$ cat src/rtl/sram_port_arbiter_if.sv
// rtl/sram_port_arbiter_if.sv - signal bundle between the pipeline ports, the SRAM and the arbiter
//
// Groups the IF port, the data (EX/MEM) port, the SRAM macro pins and the
// stall requests to the pipeline controller.
//   slave  : the arbiter side (consumes requests, produces grants/responses)
//   master : the requester/SRAM side (produces requests and SRAM read data)
interface sram_port_arbiter_if;
  logic        flush;
  logic        inst_req;
  logic [31:0] inst_addr;
  logic        inst_gnt;
  logic        inst_rvalid;
  logic [31:0] inst_rdata;
  logic        data_req;
  logic [3:0]  data_we;
  logic [31:0] data_addr;
  logic [31:0] data_wdata;
  logic        data_gnt;
  logic        data_rvalid;
  logic [31:0] data_rdata;
  logic        sram_en;
  logic [3:0]  sram_wen;
  logic [31:0] sram_addr;
  logic [31:0] sram_wdata;
  logic [31:0] sram_rdata;
  logic        stallreq_if;
  logic        stallreq_mem;

  modport slave (
    input  flush, inst_req, inst_addr, data_req, data_we, data_addr, data_wdata, sram_rdata,
    output inst_gnt, inst_rvalid, inst_rdata, data_gnt, data_rvalid, data_rdata,
           sram_en, sram_wen, sram_addr, sram_wdata, stallreq_if, stallreq_mem
  );

  modport master (
    output flush, inst_req, inst_addr, data_req, data_we, data_addr, data_wdata, sram_rdata,
    input  inst_gnt, inst_rvalid, inst_rdata, data_gnt, data_rvalid, data_rdata,
           sram_en, sram_wen, sram_addr, sram_wdata, stallreq_if, stallreq_mem
  );
endinterface

$ cat src/rtl/sram_port_arbiter.sv
// rtl/sram_port_arbiter.sv - single-ported SRAM arbiter between instruction fetch and data port
//
// Ports:
//   clk  : clock
//   rst  : synchronous, active-high reset
//   bus  : sram_port_arbiter_if.slave
//          IF port    flush, inst_req, inst_addr -> inst_gnt, inst_rvalid, inst_rdata
//          data port  data_req, data_we, data_addr, data_wdata -> data_gnt, data_rvalid, data_rdata
//          SRAM       sram_en, sram_wen, sram_addr, sram_wdata <- sram_rdata
//          stalls     stallreq_if, stallreq_mem
// Parameter:
//   STARVE_LIMIT : consecutive lost cycles after which IF is forced to win (1..15)
module sram_port_arbiter #(
  parameter int STARVE_LIMIT = 4
) (
  input logic               clk,
  input logic               rst,
  sram_port_arbiter_if.slave bus
);

  localparam logic [1:0] OWN_IDLE = 2'd0;
  localparam logic [1:0] OWN_INST = 2'd1;
  localparam logic [1:0] OWN_DATA = 2'd2;

  localparam logic [3:0] LIMIT = 4'(STARVE_LIMIT);

  logic [3:0]  starve_cnt;
  logic [1:0]  owner_r;
  logic [31:0] addr_r;
  logic        if_win;
  logic        inst_gnt;
  logic        data_gnt;

  // Data wins unless it is idle or IF has been starved for LIMIT cycles.
  // Grants are held off during reset so nothing reaches the SRAM.
  always_comb begin
    if_win   = bus.inst_req & (~bus.data_req | (starve_cnt == LIMIT));
    inst_gnt = ~rst & if_win;
    data_gnt = ~rst & bus.data_req & ~if_win;
  end

  always_ff @(posedge clk) begin
    if (rst) begin
      starve_cnt <= 4'd0;
    end else if (inst_gnt | ~bus.inst_req) begin
      starve_cnt <= 4'd0;
    end else if (data_gnt && starve_cnt < LIMIT) begin
      starve_cnt <= starve_cnt + 4'd1;
    end
  end

  // A read issued together with flush is already stale, so its response is
  // never tagged for IF. Writes never produce a response.
  always_ff @(posedge clk) begin
    if (rst) begin
      owner_r <= OWN_IDLE;
    end else if (inst_gnt) begin
      owner_r <= bus.flush ? OWN_IDLE : OWN_INST;
    end else if (data_gnt && bus.data_we == 4'b0000) begin
      owner_r <= OWN_DATA;
    end else begin
      owner_r <= OWN_IDLE;
    end
  end

  always_ff @(posedge clk) begin
    if (rst) begin
      addr_r <= 32'd0;
    end else if (inst_gnt) begin
      addr_r <= bus.inst_addr;
    end else if (data_gnt) begin
      addr_r <= bus.data_addr;
    end
  end

  always_comb begin
    bus.inst_gnt     = inst_gnt;
    bus.data_gnt     = data_gnt;
    bus.stallreq_if  = ~rst & bus.inst_req & ~inst_gnt;
    bus.stallreq_mem = ~rst & bus.data_req & ~data_gnt;
    bus.sram_en      = inst_gnt | data_gnt;
    bus.sram_wen     = 4'b0000;
    bus.sram_wdata   = 32'd0;
    bus.sram_addr    = addr_r;
    if (inst_gnt) begin
      bus.sram_addr = bus.inst_addr;
    end else if (data_gnt) begin
      bus.sram_addr  = bus.data_addr;
      bus.sram_wen   = bus.data_we;
      bus.sram_wdata = bus.data_wdata;
    end
  end

  // Responses land one cycle after the grant; only the owner sees data.
  always_comb begin
    bus.inst_rvalid = ~rst & (owner_r == OWN_INST) & ~bus.flush;
    bus.data_rvalid = ~rst & (owner_r == OWN_DATA);
    bus.inst_rdata  = bus.inst_rvalid ? bus.sram_rdata : 32'd0;
    bus.data_rdata  = bus.data_rvalid ? bus.sram_rdata : 32'd0;
  end

endmodule

$ cat src/flat_wrapper.sv
// flat-port wrapper written by rule: the top's interface ports become plain ports
module sram_port_arbiter_flat 
#(
  parameter int STARVE_LIMIT = 4
)
  (clk, rst, bus_flush, bus_inst_req, bus_inst_addr, bus_data_req, bus_data_we, bus_data_addr, bus_data_wdata, bus_sram_rdata, bus_inst_gnt, bus_inst_rvalid, bus_inst_rdata, bus_data_gnt, bus_data_rvalid, bus_data_rdata, bus_sram_en, bus_sram_wen, bus_sram_addr, bus_sram_wdata, bus_stallreq_if, bus_stallreq_mem);
  sram_port_arbiter_if bus_i ();
  input logic clk;
  input logic rst;
  input wire logic [$bits(bus_i.flush)-1:0] bus_flush;
  input wire logic [$bits(bus_i.inst_req)-1:0] bus_inst_req;
  input wire logic [$bits(bus_i.inst_addr)-1:0] bus_inst_addr;
  input wire logic [$bits(bus_i.data_req)-1:0] bus_data_req;
  input wire logic [$bits(bus_i.data_we)-1:0] bus_data_we;
  input wire logic [$bits(bus_i.data_addr)-1:0] bus_data_addr;
  input wire logic [$bits(bus_i.data_wdata)-1:0] bus_data_wdata;
  input wire logic [$bits(bus_i.sram_rdata)-1:0] bus_sram_rdata;
  output wire logic [$bits(bus_i.inst_gnt)-1:0] bus_inst_gnt;
  output wire logic [$bits(bus_i.inst_rvalid)-1:0] bus_inst_rvalid;
  output wire logic [$bits(bus_i.inst_rdata)-1:0] bus_inst_rdata;
  output wire logic [$bits(bus_i.data_gnt)-1:0] bus_data_gnt;
  output wire logic [$bits(bus_i.data_rvalid)-1:0] bus_data_rvalid;
  output wire logic [$bits(bus_i.data_rdata)-1:0] bus_data_rdata;
  output wire logic [$bits(bus_i.sram_en)-1:0] bus_sram_en;
  output wire logic [$bits(bus_i.sram_wen)-1:0] bus_sram_wen;
  output wire logic [$bits(bus_i.sram_addr)-1:0] bus_sram_addr;
  output wire logic [$bits(bus_i.sram_wdata)-1:0] bus_sram_wdata;
  output wire logic [$bits(bus_i.stallreq_if)-1:0] bus_stallreq_if;
  output wire logic [$bits(bus_i.stallreq_mem)-1:0] bus_stallreq_mem;
  assign bus_i.flush = bus_flush;
  assign bus_i.inst_req = bus_inst_req;
  assign bus_i.inst_addr = bus_inst_addr;
  assign bus_i.data_req = bus_data_req;
  assign bus_i.data_we = bus_data_we;
  assign bus_i.data_addr = bus_data_addr;
  assign bus_i.data_wdata = bus_data_wdata;
  assign bus_i.sram_rdata = bus_sram_rdata;
  assign bus_inst_gnt = bus_i.inst_gnt;
  assign bus_inst_rvalid = bus_i.inst_rvalid;
  assign bus_inst_rdata = bus_i.inst_rdata;
  assign bus_data_gnt = bus_i.data_gnt;
  assign bus_data_rvalid = bus_i.data_rvalid;
  assign bus_data_rdata = bus_i.data_rdata;
  assign bus_sram_en = bus_i.sram_en;
  assign bus_sram_wen = bus_i.sram_wen;
  assign bus_sram_addr = bus_i.sram_addr;
  assign bus_sram_wdata = bus_i.sram_wdata;
  assign bus_stallreq_if = bus_i.stallreq_if;
  assign bus_stallreq_mem = bus_i.stallreq_mem;
  sram_port_arbiter #(.STARVE_LIMIT(STARVE_LIMIT)) u_core (.clk(clk), .rst(rst), .bus(bus_i));
endmodule
$ cat config.mk
export PLATFORM = sky130hd
export DESIGN_NAME = sram_port_arbiter_flat
export DESIGN_NICKNAME = d
export VERILOG_FILES = /design/src/rtl/sram_port_arbiter_if.sv /design/src/rtl/sram_port_arbiter.sv /design/src/flat_wrapper.sv
export SDC_FILE = /design/constraint.sdc
export NUM_CORES = 1
export LEC_CHECK = 0
export CORE_AREA = 2 2 106 108
export DETAILED_ROUTE_END_ITERATION = 6
export DIE_AREA = 0 0 108 110
export PLACE_DENSITY = 0.8
export SLEW_MARGIN = 10
export SYNTH_ARGS = -nofsm -noshare
export SYNTH_HDL_FRONTEND = slang
export SYNTH_SLANG_ARGS = --single-unit
$ cat constraint.sdc
create_clock -name clk -period 3.9 [get_ports clk]
set_input_delay 0.39 -clock clk [delete_from_list [all_inputs] [get_ports clk]]
set_output_delay 0.39 -clock clk [all_outputs]
set_load 0.02 [all_outputs]
==> tab_implementation.tex, run 1 <==
\begin{tabular}{lr}
\hline
Metric & Value \\
\hline
\multicolumn{2}{l}{\textbf{Run status}} \\
Run status & finished, final reports clean \\
\multicolumn{2}{l}{\textbf{Timing}} \\
Post-route setup slack & 0.3041 ns \\
Final max-slew violation count & 0 \\
Share of the cycle needed by the critical path after routing & 92.20\% \\
Unrepaired setup endpoints after global routing & no \\
Relative slew margins & 19.96\% \\
Worst Max-Slew Pin Slew & 1.201 ns \\
Clock skew after layout & 0.002974 ns \\
Hold violation total from the final report & 0 \\
Final sum of negative setup slack & 0 ns \\
Top achievable clock speed & 278.1 MHz \\
Min Tclk post-route & 3.596 ns \\
Final Setup Violations & 0 \\
\multicolumn{2}{l}{\textbf{Final layout}} \\
FF+latch area & 760.7 µm² \\
Final antenna diode count & 0 \\
Layout net count & 765 \\
P\&R area growth vs syn & 102.6\% \\
Multi-input gate area & 1881 µm² \\
Post-Layout Cell Count & 767 \\
Filler instances & 991 \\
Fraction of layout instances using a drive strength above 1 & 4.306\% \\
\multicolumn{2}{l}{\textbf{Synth}} \\
Post-synth design cell area & 2880 µm² \\
Synth Area in Simple Gates & 32.15\% \\
Main combinational cell family by area after synthesis & simple AND/OR/NAND/NOR gates \\
Register bit count reported by yosys & 38 \\
Sequential-to-total area share from yosys stat & 26.41\% \\
Mapped Cells & 381 \\
Average cell area after synthesis & 7.560 µm² \\
Number of distinct library cells after synthesis & 32 \\
Synth warn & 0 \\
Leading register cell type out of synthesis & sky130\_fd\_sc\_hd\_\_dfxtp\_1 \\
Adder-cell share of the synthesized area & 0.8688\% \\
Share of the synthesized area in compound gates (AO/OA/AOI/OAI) & 31.06\% \\
Post-synth top area share & 26.41\% \\
Share of synthesized registers carrying an async set or reset & 0\% \\
Leading post-synthesis cells by cell area & sky130\_fd\_sc\_hd\_\_dfxtp\_1 (26\%), sky130\_fd\_sc\_hd\_\_and2\_1 (14\%), sky130\_fd\_sc\_hd\_\_a311oi\_1 (9.7\%) \\
Net count of the mapped netlist & 520 \\
Xor-xnor portion of the synthesized cell area & 0.3041\% \\
Mux contribution to synthesized area & 0.3475\% \\
EDFF count, synth & 0 \\
Leading area contributor after synthesis & sky130\_fd\_sc\_hd\_\_dfxtp\_1 \\
\multicolumn{2}{l}{\textbf{Placed design}} \\
Port-buffer cells & 275 \\
Place WS & 0.3863 ns \\
Routability congestion estimate & 0.8353 \\
Placed Cells incl. Taps & 759 \\
Detail Placement HPWL & 10610 µm \\
\multicolumn{2}{l}{\textbf{GRT}} \\
Overflow left after global routing & 0 \\
First-pass GRT wire length & 20270 µm \\
Largest net degree at the start of global routing & 67 \\
Number of antenna violations at the first check in global routing & 0 \\
Overall routing resource usage & 21.51\% \\
Via count of the first global-routing pass & 4018 \\
\multicolumn{2}{l}{\textbf{Setup path}} \\
FF-to-FF End & u\_core.addr\_r[26] \\
Critical Path Sink Type & output port \\
Max stage delay cell, worst path & sky130\_fd\_sc\_hd\_\_a21o\_2 \\
R2r setup slk & 1.74 ns \\
Launching point of the worst reg2reg path & u\_core.starve\_cnt[0] \\
Critical path required time & 3.51 ns \\
Worst setup path class & in2out \\
Peak per-stage delay on the critical path & 0.95 ns \\
Series of cell instances along the critical path & clkdlybuf4s50\_1, nand2b\_4, a21o\_2, a31oi\_1, clkdlybuf4s50\_1 \\
Buffers plus inverters on the worst setup path & 2 \\
Crit-path max FO & 66 \\
Worst reg2reg path depth & 5 \\
Top cell by count, worst path & sky130\_fd\_sc\_hd\_\_clkdlybuf4s50\_1 \\
Dominant delay contributor by cell family on the critical path & compound AO/OA/AOI/OAI gates \\
Launching element type of the critical path & input port \\
Arrival @ worst endpoint & 3.21 ns \\
\multicolumn{2}{l}{\textbf{Power and ir drop}} \\
Clock network fraction of design power & 32.1\% \\
Share of power burned in registers & 31.8\% \\
Leakage power total & 2.137 nW \\
Total chip power & 1.310 mW \\
Power density over the cells & 224.5 nW/µm² \\
Internal power & 947.6 µW \\
Fraction of power consumed by combinational cells & 36.0\% \\
Peak supply drop & 0.0001414 V \\
Switching power & 362.7 µW \\
Sw frac & 27.68\% \\
\multicolumn{2}{l}{\textbf{Clock tree}} \\
Clock tree from TritonCTS & built \\
Setup fix buffers added after clock tree synthesis & 0 \\
Number of buffers between clock root and the deepest sink & 2 \\
CTS clk-pin slew, worst paths & 0.08 ns \\
Clock latency on the worst-skew pair & 0.29 ns \\
Number of clock sinks & 38 \\
Maximum level of the CTS H-tree & 2 \\
Clock buffer count from CTS & 5 \\
Number of hold buffers added after CTS & 0 \\
Clock root buffer & sky130\_fd\_sc\_hd\_\_clkbuf\_8 \\
Post-cts gate resize count & 0 \\
\multicolumn{2}{l}{\textbf{Routing}} \\
Number of vias per cell & 5.346 \\
DRT Wirelength & 13980 µm \\
Antenna Nets Post-Route & 0 \\
Average detailed-routed wire length per instance & 18.23 µm \\
Vias & 4100 \\
DRC violations left & 0 \\
Drt pass-1 iters & 4 \\
Drt first-iter violations & 257 \\
\multicolumn{2}{l}{\textbf{Floorplanning}} \\
Effective utilization at floorplan & 26.92\% \\
Height of the die & 110 µm \\
Die W & 108 µm \\
Area inside the core boundary & 10700 µm² \\
Die footprint & 11880 µm² \\
Top-Level Pins & 276 \\
Number of standard-cell rows in the floorplan & 38 \\
\multicolumn{2}{l}{\textbf{Min path}} \\
Type of the most critical hold path & reg2reg \\
Hold EP & u\_core.starve\_cnt[3] \\
Min-Delay Startpoint & u\_core.starve\_cnt[3] \\
Cell depth of the worst min-delay path & 2 \\
\multicolumn{2}{l}{\textbf{Job}} \\
Max cap viols & 0 \\
\hline
\end{tabular}
==> routing by layer <==
metal  up-vias  GRT usage, %  routed length (µm)
met5         -             0                   0
met1      1938         23.13                5188
met4         0         5.861                 293
met2       209         42.05                7374
met3        20         4.821                1127
li1       1933             -                   -
==> final cells by class <==
type,instances,area share [%]
repair buffers,288,48.97
inverters,5,0.3216
clock inverters,2,1.029
flip-flops and latches,38,13.04
multi-input cells,288,32.23
clock buffers,6,1.415
well taps,140,3.002
==> worst min-delay path: cells and delay by family (launching register included) <==
family / cells / cell delay [ns]
and+or+nand+nor: 1 / 0.05
DFF: 1 / 0.35
buffers and inverters: 1 / 0.08
==> placed cells by master (no fill, tap or decap), types with 2 or more instances in the layout <==
cell type,instances
sky130_fd_sc_hd__o21ai_1,5
sky130_fd_sc_hd__a311oi_1,32
sky130_fd_sc_hd__inv_1,5
sky130_fd_sc_hd__clkdlybuf4s50_1,274
sky130_fd_sc_hd__dfxtp_1,38
sky130_fd_sc_hd__o21ai_0,27
sky130_fd_sc_hd__buf_4,12
sky130_fd_sc_hd__nor2_1,9
sky130_fd_sc_hd__a31oi_1,33
sky130_fd_sc_hd__ha_1,2
sky130_fd_sc_hd__nand3_1,33
sky130_fd_sc_hd__bufinv_16,2
sky130_fd_sc_hd__and3_1,36
sky130_fd_sc_hd__a211oi_1,32
sky130_fd_sc_hd__and2_1,64
sky130_fd_sc_hd__clkbuf_8,6
==> power by group through the flow <==
stage,registers (mW),logic (mW),clock network (mW)
after detailed placement,0.426,0.469,0
after global placement,0.425,0.462,0
after global routing,0.419,0.501,0.446
after CTS,0.417,0.472,0.431
after floorplan,0.424,0.194,0
final,0.417,0.472,0.421
==> state kept, by name, summed over array words and instances, names as in the netlist <==
signal	count
u_core.addr_r	32
u_core.owner_r	2
u_core.starve_cnt	4
==> worst max-delay path by stage <==
stage | from | endpoint | slack [ns] | cells after the start
finish | bus_inst_req | bus_sram_addr[16] | 0.30 | 5
global route | bus_inst_req | bus_sram_addr[16] | 0.14 | 5
CTS | bus_inst_req | bus_sram_addr[16] | 0.39 | 5
detailed placement | bus_inst_req | bus_sram_addr[16] | 0.39 | 5
global placement | bus_inst_req | bus_sram_addr[1] | 0.53 | 5
floorplan | u_core.starve_cnt[0] | bus_sram_addr[10] | 1.87 | 7
==> through the flow <==
| stage | utilization (%) | hold WS [ns] | area (µm²) |
|---|---|---|---|
| floorplan | - | 0.4546 | 2880 |
| finish | 54.55 | 0.5164 | 5836 |
| global placement | 53.22 | 0.4703 | 5693 |
| global route | 54.55 | 0.5237 | 5836 |
| CTS | 54.55 | 0.5132 | 5836 |
| detailed placement | 53.22 | 0.4971 | 5693 |
==> cells in the mapped netlist (2+ instances only) <==
library cell,n
sky130_fd_sc_hd__and2_1,64
sky130_fd_sc_hd__dfxtp_1,38
sky130_fd_sc_hd__and3_1,36
sky130_fd_sc_hd__a31oi_1,33
sky130_fd_sc_hd__nand3_1,33
sky130_fd_sc_hd__a211oi_1,32
sky130_fd_sc_hd__a311oi_1,32
sky130_fd_sc_hd__clkbuf_1,31
sky130_fd_sc_hd__o21ai_0,27
sky130_fd_sc_hd__buf_2,12
sky130_fd_sc_hd__nor2_1,9
sky130_fd_sc_hd__inv_1,5
sky130_fd_sc_hd__o21ai_1,5
sky130_fd_sc_hd__buf_4,3
sky130_fd_sc_hd__buf_6,3
sky130_fd_sc_hd__ha_1,2
==> cells by family (layout without fill, tap and decap cells) <==
group | Yosys count | in the layout
muxes | 1 | 1
adders and majority gates | 2 | 2
AOI/OAI and AO/OA | 130 | 130
DFF | 38 | 38
buffers and inverters | 55 | 301
xor gates and xnor gates | 1 | 1
and+or+nand+nor | 154 | 154
Power figures use the tool's default switching activity.
==> inputs of run 2 (changes only) <==
CAP_MARGIN = 15   (was unset)
==> tab_implementation.tex, run 2 (synthesis results as in run 1) <==
\begin{tabular}{lr}
\hline
Metric & Value \\
\hline
\multicolumn{2}{l}{\textbf{Final layout}} \\
Largest register FFs & 32 (unchanged) \\
Layout net count & 766 (+0.13\%) \\
Largest registers & u\_core.addr\_r x32, u\_core.starve\_cnt x4, u\_core.owner\_r x2 \\
Commonest non-fill, non-tap cells in the layout & sky130\_fd\_sc\_hd\_\_clkdlybuf4s50\_1 (274), sky130\_fd\_sc\_hd\_\_and2\_1 (64), sky130\_fd\_sc\_hd\_\_dfxtp\_1 (38), sky130\_fd\_sc\_hd\_\_and3\_1 (36) \\
Most flops, register & u\_core.addr\_r \\
Commonest non-fill, non-tap cell in the layout & sky130\_fd\_sc\_hd\_\_clkdlybuf4s50\_1 \\
Filler instances & 989 (-0.20\%) \\
P\&R area growth vs syn & 103.3\% \\
Final antenna diode count & 0 (unchanged) \\
Fraction of layout instances using a drive strength above 1 & 4.459\% (+0.15 points) \\
\multicolumn{2}{l}{\textbf{Timing}} \\
Unrepaired setup endpoints after global routing & no \\
Final sum of negative setup slack & 0 ns (unchanged) \\
Relative slew margins & 61.71\% (+42 points) \\
Top achievable clock speed & 308.4 MHz (+11\%) \\
Min Hold Slack & 0.5103 ns (-0.006050 ns) \\
Min Tclk post-route & 3.243 ns (-0.3530 ns) \\
Clock skew after layout & 0.003282 ns (+0.0003078 ns) \\
Share of the cycle needed by the critical path after routing & 83.15\% (-9.1 points) \\
Final max-slew violation count & 0 (unchanged) \\
Hold violation total from the final report & 0 (unchanged) \\
Final Setup Violations & 0 (unchanged) \\
Worst Max-Slew Pin Slew & 0.5664 ns (-0.6342 ns) \\
\multicolumn{2}{l}{\textbf{Floorplanning}} \\
Die W & 108 µm (unchanged) \\
Die footprint & 11880 µm² (unchanged) \\
Top-Level Pins & 276 (unchanged) \\
Area inside the core boundary & 10700 µm² (unchanged) \\
Height of the die & 110 µm (unchanged) \\
Number of standard-cell rows in the floorplan & 38 (unchanged) \\
Effective utilization at floorplan & 26.92\% (unchanged) \\
\multicolumn{2}{l}{\textbf{Power and ir drop}} \\
Power density over the cells & 223.9 nW/µm² (-0.28\%) \\
Leakage power total & 2.148 nW (+0.48\%) \\
Peak supply drop & 0.0001408 V (-0.42\%) \\
Total chip power & 1.311 mW (about the same) \\
\multicolumn{2}{l}{\textbf{Setup path}} \\
Critical Path Sink Type & output port \\
Peak per-stage delay on the critical path & 0.65 ns (-0.30 ns) \\
Critical path required time & 3.51 ns (about the same) \\
Crit-path max FO & 54 (-18\%) \\
Top cell by count, worst path & sky130\_fd\_sc\_hd\_\_clkdlybuf4s50\_1 \\
Worst setup path class & in2out \\
Max stage delay cell, worst path & sky130\_fd\_sc\_hd\_\_clkdlybuf4s50\_1 \\
Launching element type of the critical path & input port \\
Arrival @ worst endpoint & 2.85 ns (-0.36 ns) \\
Series of cell instances along the critical path & clkdlybuf4s50\_1, nand2b\_4, a21o\_2, buf\_12, a31oi\_1, clkdlybuf4s50\_1 \\
R2r setup slk & 1.98 ns (+0.24 ns) \\
\multicolumn{2}{l}{\textbf{GRT}} \\
Via count of the first global-routing pass & 4018 (unchanged) \\
Overall routing resource usage & 21.51\% (unchanged) \\
Largest net degree at the start of global routing & 67 (unchanged) \\
First-pass GRT wire length & 20270 µm (unchanged) \\
Overflow left after global routing & 0 (unchanged) \\
Number of antenna violations at the first check in global routing & 0 (unchanged) \\
\multicolumn{2}{l}{\textbf{Job}} \\
Max cap viols & 0 (unchanged) \\
\multicolumn{2}{l}{\textbf{Clock tree}} \\
CTS clk-pin slew, worst paths & 0.08 ns (about the same) \\
Clock root buffer & sky130\_fd\_sc\_hd\_\_clkbuf\_8 \\
Clock tree from TritonCTS & built \\
Setup fix buffers added after clock tree synthesis & 0 (unchanged) \\
Maximum level of the CTS H-tree & 2 (unchanged) \\
Post-cts gate resize count & 0 (unchanged) \\
Clock buffer count from CTS & 5 (unchanged) \\
Number of buffers between clock root and the deepest sink & 2 (unchanged) \\
Number of hold buffers added after CTS & 0 (unchanged) \\
Number of clock sinks & 38 (unchanged) \\
Clock latency on the worst-skew pair & 0.29 ns (about the same) \\
\multicolumn{2}{l}{\textbf{Routing}} \\
Average detailed-routed wire length per instance & 18.11 µm (-0.67\%) \\
Vias & 4091 (-0.22\%) \\
DRT Wirelength & 13910 µm (-0.54\%) \\
DRC violations left & 0 (unchanged) \\
Antenna Nets Post-Route & 0 (unchanged) \\
Drt first-iter violations & 236 (-8.2\%) \\
Drt pass-1 iters & 4 (unchanged) \\
Number of vias per cell & 5.327 (-0.35\%) \\
\multicolumn{2}{l}{\textbf{Placed design}} \\
Detail Placement HPWL & 10610 µm (unchanged) \\
Port-buffer cells & 275 (unchanged) \\
Routability congestion estimate & 0.8353 (unchanged) \\
\multicolumn{2}{l}{\textbf{Min path}} \\
Type of the most critical hold path & reg2reg \\
\multicolumn{2}{l}{\textbf{Run status}} \\
Run status & finished, final reports clean \\
\hline
\end{tabular}
[run 2: critical path, delay by kind of cell]
kind / cells / cell delay, ns
buf+inv: 3 / 1.51
simple gates: 1 / 0.29
compound gates: 2 / 0.64
[run 2: final timing paths]
check,depth (start not counted),start,to
min,2,u_core.starve_cnt[3],u_core.starve_cnt[3]
max,6,bus_inst_req,bus_sram_addr[16]
min reg2reg,2,u_core.starve_cnt[3],u_core.starve_cnt[3]
max reg2reg,6,u_core.starve_cnt[0],u_core.addr_r[6]
[run 2: final cells by class]
type	count	area (µm²)	share of cell area, %
repair buffers	289	2878	49.15
multi-input cells	288	1881	32.12
flip-flops and latches	38	760.7	12.99
well taps	140	175.2	2.991
clock buffers	6	82.58	1.410
clock inverters	2	60.06	1.026
inverters	5	18.77	0.3205
[run 2: routing by layer]
layer / wire length [µm] / track usage, % / vias to the layer above
li1: - / - / 1936
met1: 5181 / 23.13 / 1924
met2: 7339 / 42.05 / 209
met3: 1073 / 4.821 / 22
met4: 314 / 5.861 / 0
met5: 0 / 0 / -
[run 2: stage by stage]
step           setup slack (ns)  instance area [µm²]  std cells  util (%)
2_1_floorplan             1.871                 2880        381         -
3_3_place_gp             0.5269                 5693        759     53.22
3_5_place_dp             0.3863                 5693        759     53.22
4_1_cts                  0.3921                 5836        767     54.55
5_1_grt                  0.5727                 5856        768     54.74
6_report                 0.6571                 5856        768     54.74
[run 2: where the power goes]
part           switching, mW  total, mW  internal (mW)
Sequential           0.00547      0.417          0.412
Combinational          0.209      0.474          0.264
Clock                  0.147      0.420          0.273
==> inputs of run 3 (changes only) <==
clock period = 3.3 ns   (was 3.9 ns; I/O delays follow)
==> tab_implementation.tex, run 3 (synthesis results as in run 1) <==
\begin{tabular}{lr}
\hline
Metric & Value \\
\hline
\multicolumn{2}{l}{\textbf{Run status}} \\
Run status & finished, final reports clean \\
\multicolumn{2}{l}{\textbf{Timing}} \\
Final Setup Violations & 0 (unchanged) \\
Final sum of negative setup slack & 0 ns (unchanged) \\
Post-route setup slack & 0.3438 ns (-0.3132 ns) \\
Unrepaired setup endpoints after global routing & no \\
Share of the cycle needed by the critical path after routing & 89.58\% \\
Final max-slew violation count & 0 (unchanged) \\
Relative slew margins & 62.36\% (+0.65 points) \\
Clock skew after layout & 0.008084 ns (+0.004801 ns) \\
Hold violation total from the final report & 0 (unchanged) \\
Top achievable clock speed & 338.3 MHz \\
Min Tclk post-route & 2.956 ns \\
Min Hold Slack & 0.4884 ns (-0.02190 ns) \\
Worst Max-Slew Pin Slew & 0.5568 ns (-0.009618 ns) \\
\multicolumn{2}{l}{\textbf{GRT}} \\
Overall routing resource usage & 20.96\% (-0.55 points) \\
Largest net degree at the start of global routing & 60 (-10\%) \\
Via count of the first global-routing pass & 4015 (-0.075\%) \\
First-pass GRT wire length & 20120 µm (-0.75\%) \\
Overflow left after global routing & 0 (unchanged) \\
Number of antenna violations at the first check in global routing & 0 (unchanged) \\
\multicolumn{2}{l}{\textbf{Clock tree}} \\
Number of buffers between clock root and the deepest sink & 2 (unchanged) \\
CTS clk-pin slew, worst paths & 0.07 ns (about the same) \\
Clock buffer count from CTS & 5 (unchanged) \\
Number of clock sinks & 38 (unchanged) \\
Number of hold buffers added after CTS & 0 (unchanged) \\
Clock tree from TritonCTS & built \\
Setup fix buffers added after clock tree synthesis & 0 (unchanged) \\
Clock root buffer & sky130\_fd\_sc\_hd\_\_clkbuf\_8 \\
Clock latency on the worst-skew pair & 0.29 ns (about the same) \\
Maximum level of the CTS H-tree & 2 (unchanged) \\
Post-cts gate resize count & 0 (unchanged) \\
\multicolumn{2}{l}{\textbf{Routing}} \\
DRT Wirelength & 13260 µm (-4.6\%) \\
Drt pass-1 iters & 5 (+1) \\
Average detailed-routed wire length per instance & 17.20 µm (-5.0\%) \\
Antenna Nets Post-Route & 0 (unchanged) \\
Number of vias per cell & 5.196 (-2.5\%) \\
Drt first-iter violations & 323 (+37\%) \\
DRC violations left & 0 (unchanged) \\
Vias & 4006 (-2.1\%) \\
\multicolumn{2}{l}{\textbf{Final layout}} \\
Post-Layout Cell Count & 771 (+0.39\%) \\
Commonest non-fill, non-tap cell in the layout & sky130\_fd\_sc\_hd\_\_clkdlybuf4s50\_1 \\
Filler instances & 967 (-2.2\%) \\
Largest registers & u\_core.addr\_r x32, u\_core.starve\_cnt x4, u\_core.owner\_r x2 \\
Commonest non-fill, non-tap cells in the layout & sky130\_fd\_sc\_hd\_\_clkdlybuf4s50\_1 (274), sky130\_fd\_sc\_hd\_\_and2\_1 (64), sky130\_fd\_sc\_hd\_\_dfxtp\_1 (38), sky130\_fd\_sc\_hd\_\_and3\_1 (36) \\
P\&R area growth vs syn & 102.3\% \\
Layout net count & 769 (+0.39\%) \\
Most flops, register & u\_core.addr\_r \\
Final antenna diode count & 0 (unchanged) \\
Fraction of layout instances using a drive strength above 1 & 4.754\% (+0.30 points) \\
Post-route design area & 5827 µm² (-0.49\%) \\
Largest register FFs & 32 (unchanged) \\
Post-Route Utilization & 54.47\% (-0.27 points) \\
\multicolumn{2}{l}{\textbf{Floorplanning}} \\
Die footprint & 11880 µm² (unchanged) \\
Number of standard-cell rows in the floorplan & 38 (unchanged) \\
Area inside the core boundary & 10700 µm² (unchanged) \\
Die W & 108 µm (unchanged) \\
Height of the die & 110 µm (unchanged) \\
Effective utilization at floorplan & 26.92\% (unchanged) \\
Top-Level Pins & 276 (unchanged) \\
\multicolumn{2}{l}{\textbf{Power and ir drop}} \\
Sw frac & 29.95\% (+2.3 points) \\
Clock network fraction of design power & 23.9\% (-8.2 points) \\
Switching power & 413.9 µW (+14\%) \\
Total chip power & 1.382 mW (+5.4\%) \\
Internal power & 967.9 µW (+2.0\%) \\
Fraction of power consumed by combinational cells & 40.4\% (+4.3 points) \\
Peak supply drop & 0.0001548 V (+9.9\%) \\
Power density over the cells & 237.1 nW/µm² (+5.9\%) \\
Leakage power total & 2.138 nW (-0.45\%) \\
Share of power burned in registers & 35.7\% (+3.9 points) \\
\multicolumn{2}{l}{\textbf{Placed design}} \\
Placed Cells incl. Taps & 763 (+0.53\%) \\
Place WS & 0.4834 ns (+0.09717 ns) \\
Detail Placement HPWL & 10310 µm (-2.9\%) \\
Port-buffer cells & 275 (unchanged) \\
Routability congestion estimate & 0.8398 (+0.54\%) \\
Area of placed instances & 5736 µm² (+0.75\%) \\
\multicolumn{2}{l}{\textbf{Setup path}} \\
Worst setup path class & reg2out \\
Crit-path max FO & 40 (-26\%) \\
Critical path required time & 2.97 ns (-0.54 ns) \\
Arrival @ worst endpoint & 2.63 ns (-0.22 ns) \\
Launching element type of the critical path & flop \\
Critical Path Sink Type & output port \\
\multicolumn{2}{l}{\textbf{Min path}} \\
Type of the most critical hold path & reg2reg \\
\multicolumn{2}{l}{\textbf{Job}} \\
Max cap viols & 0 (unchanged) \\
\hline
\end{tabular}
## run 3: cell count changes in the layout (fill, tap and decap cells not counted), sizes merged
| cell | before | now |
|---|---|---|
| bufinv | 2 | 0 |
| clkinv | 0 | 1 |
| buf | 15 | 18 |
| clkbuf | 6 | 7 |
## run 3: layout make-up
class,count,area [µm²],area share (%)
clock inverter,1,5.005,0.08589
multi-input combinational,288,1881,32.27
timing repair buffer,292,2900,49.77
inverter,5,18.77,0.3221
tap,140,175.2,3.006
clock buffer,7,86.33,1.482
sequential,38,760.7,13.06
## run 3: final timing paths
check | startpoint | to | slack [ns] | depth (start not counted)
worst max-delay path | u_core.starve_cnt[0] | bus_sram_addr[4] | 0.34 | 8
worst min-delay path | u_core.starve_cnt[3] | u_core.starve_cnt[3] | 0.49 | 2
worst max register to register | u_core.starve_cnt[0] | u_core.addr_r[16] | 1.43 | 7
worst min register to register | u_core.starve_cnt[3] | u_core.starve_cnt[3] | 0.49 | 2
## run 3: power by group through the flow
stage                     clock network [mW]  logic, mW  registers (mW)
after detailed placement                   0      0.556           0.504
after global placement                     0      0.550           0.503
after global routing                   0.367      0.595           0.496
final                                  0.330      0.558           0.493
after CTS                              0.339      0.559           0.493
after floorplan                            0      0.230           0.501
## run 3: critical path, cell delays in order, from the launching register on
cell,delay [ns]
sky130_fd_sc_hd__dfxtp_1,0.34
sky130_fd_sc_hd__inv_1,0.07
sky130_fd_sc_hd__ha_1,0.18
sky130_fd_sc_hd__nand3b_1,0.18
sky130_fd_sc_hd__buf_4,0.23
sky130_fd_sc_hd__a21o_2,0.22
sky130_fd_sc_hd__buf_4,0.25
sky130_fd_sc_hd__a31oi_1,0.22
sky130_fd_sc_hd__clkdlybuf4s50_1,0.64
## run 3: per-layer routing
layer / up-vias / share of wire (%) / wire length [µm] / global-route usage, %
met4: 0 / 1.7 / 225 / 5.678
li1: 1936 / - / - / -
met1: 1827 / 38 / 5093 / 23.44
met5: - / 0 / 0 / 0
met2: 219 / 52 / 6832 / 40.07
met3: 24 / 8.4 / 1113 / 4.409
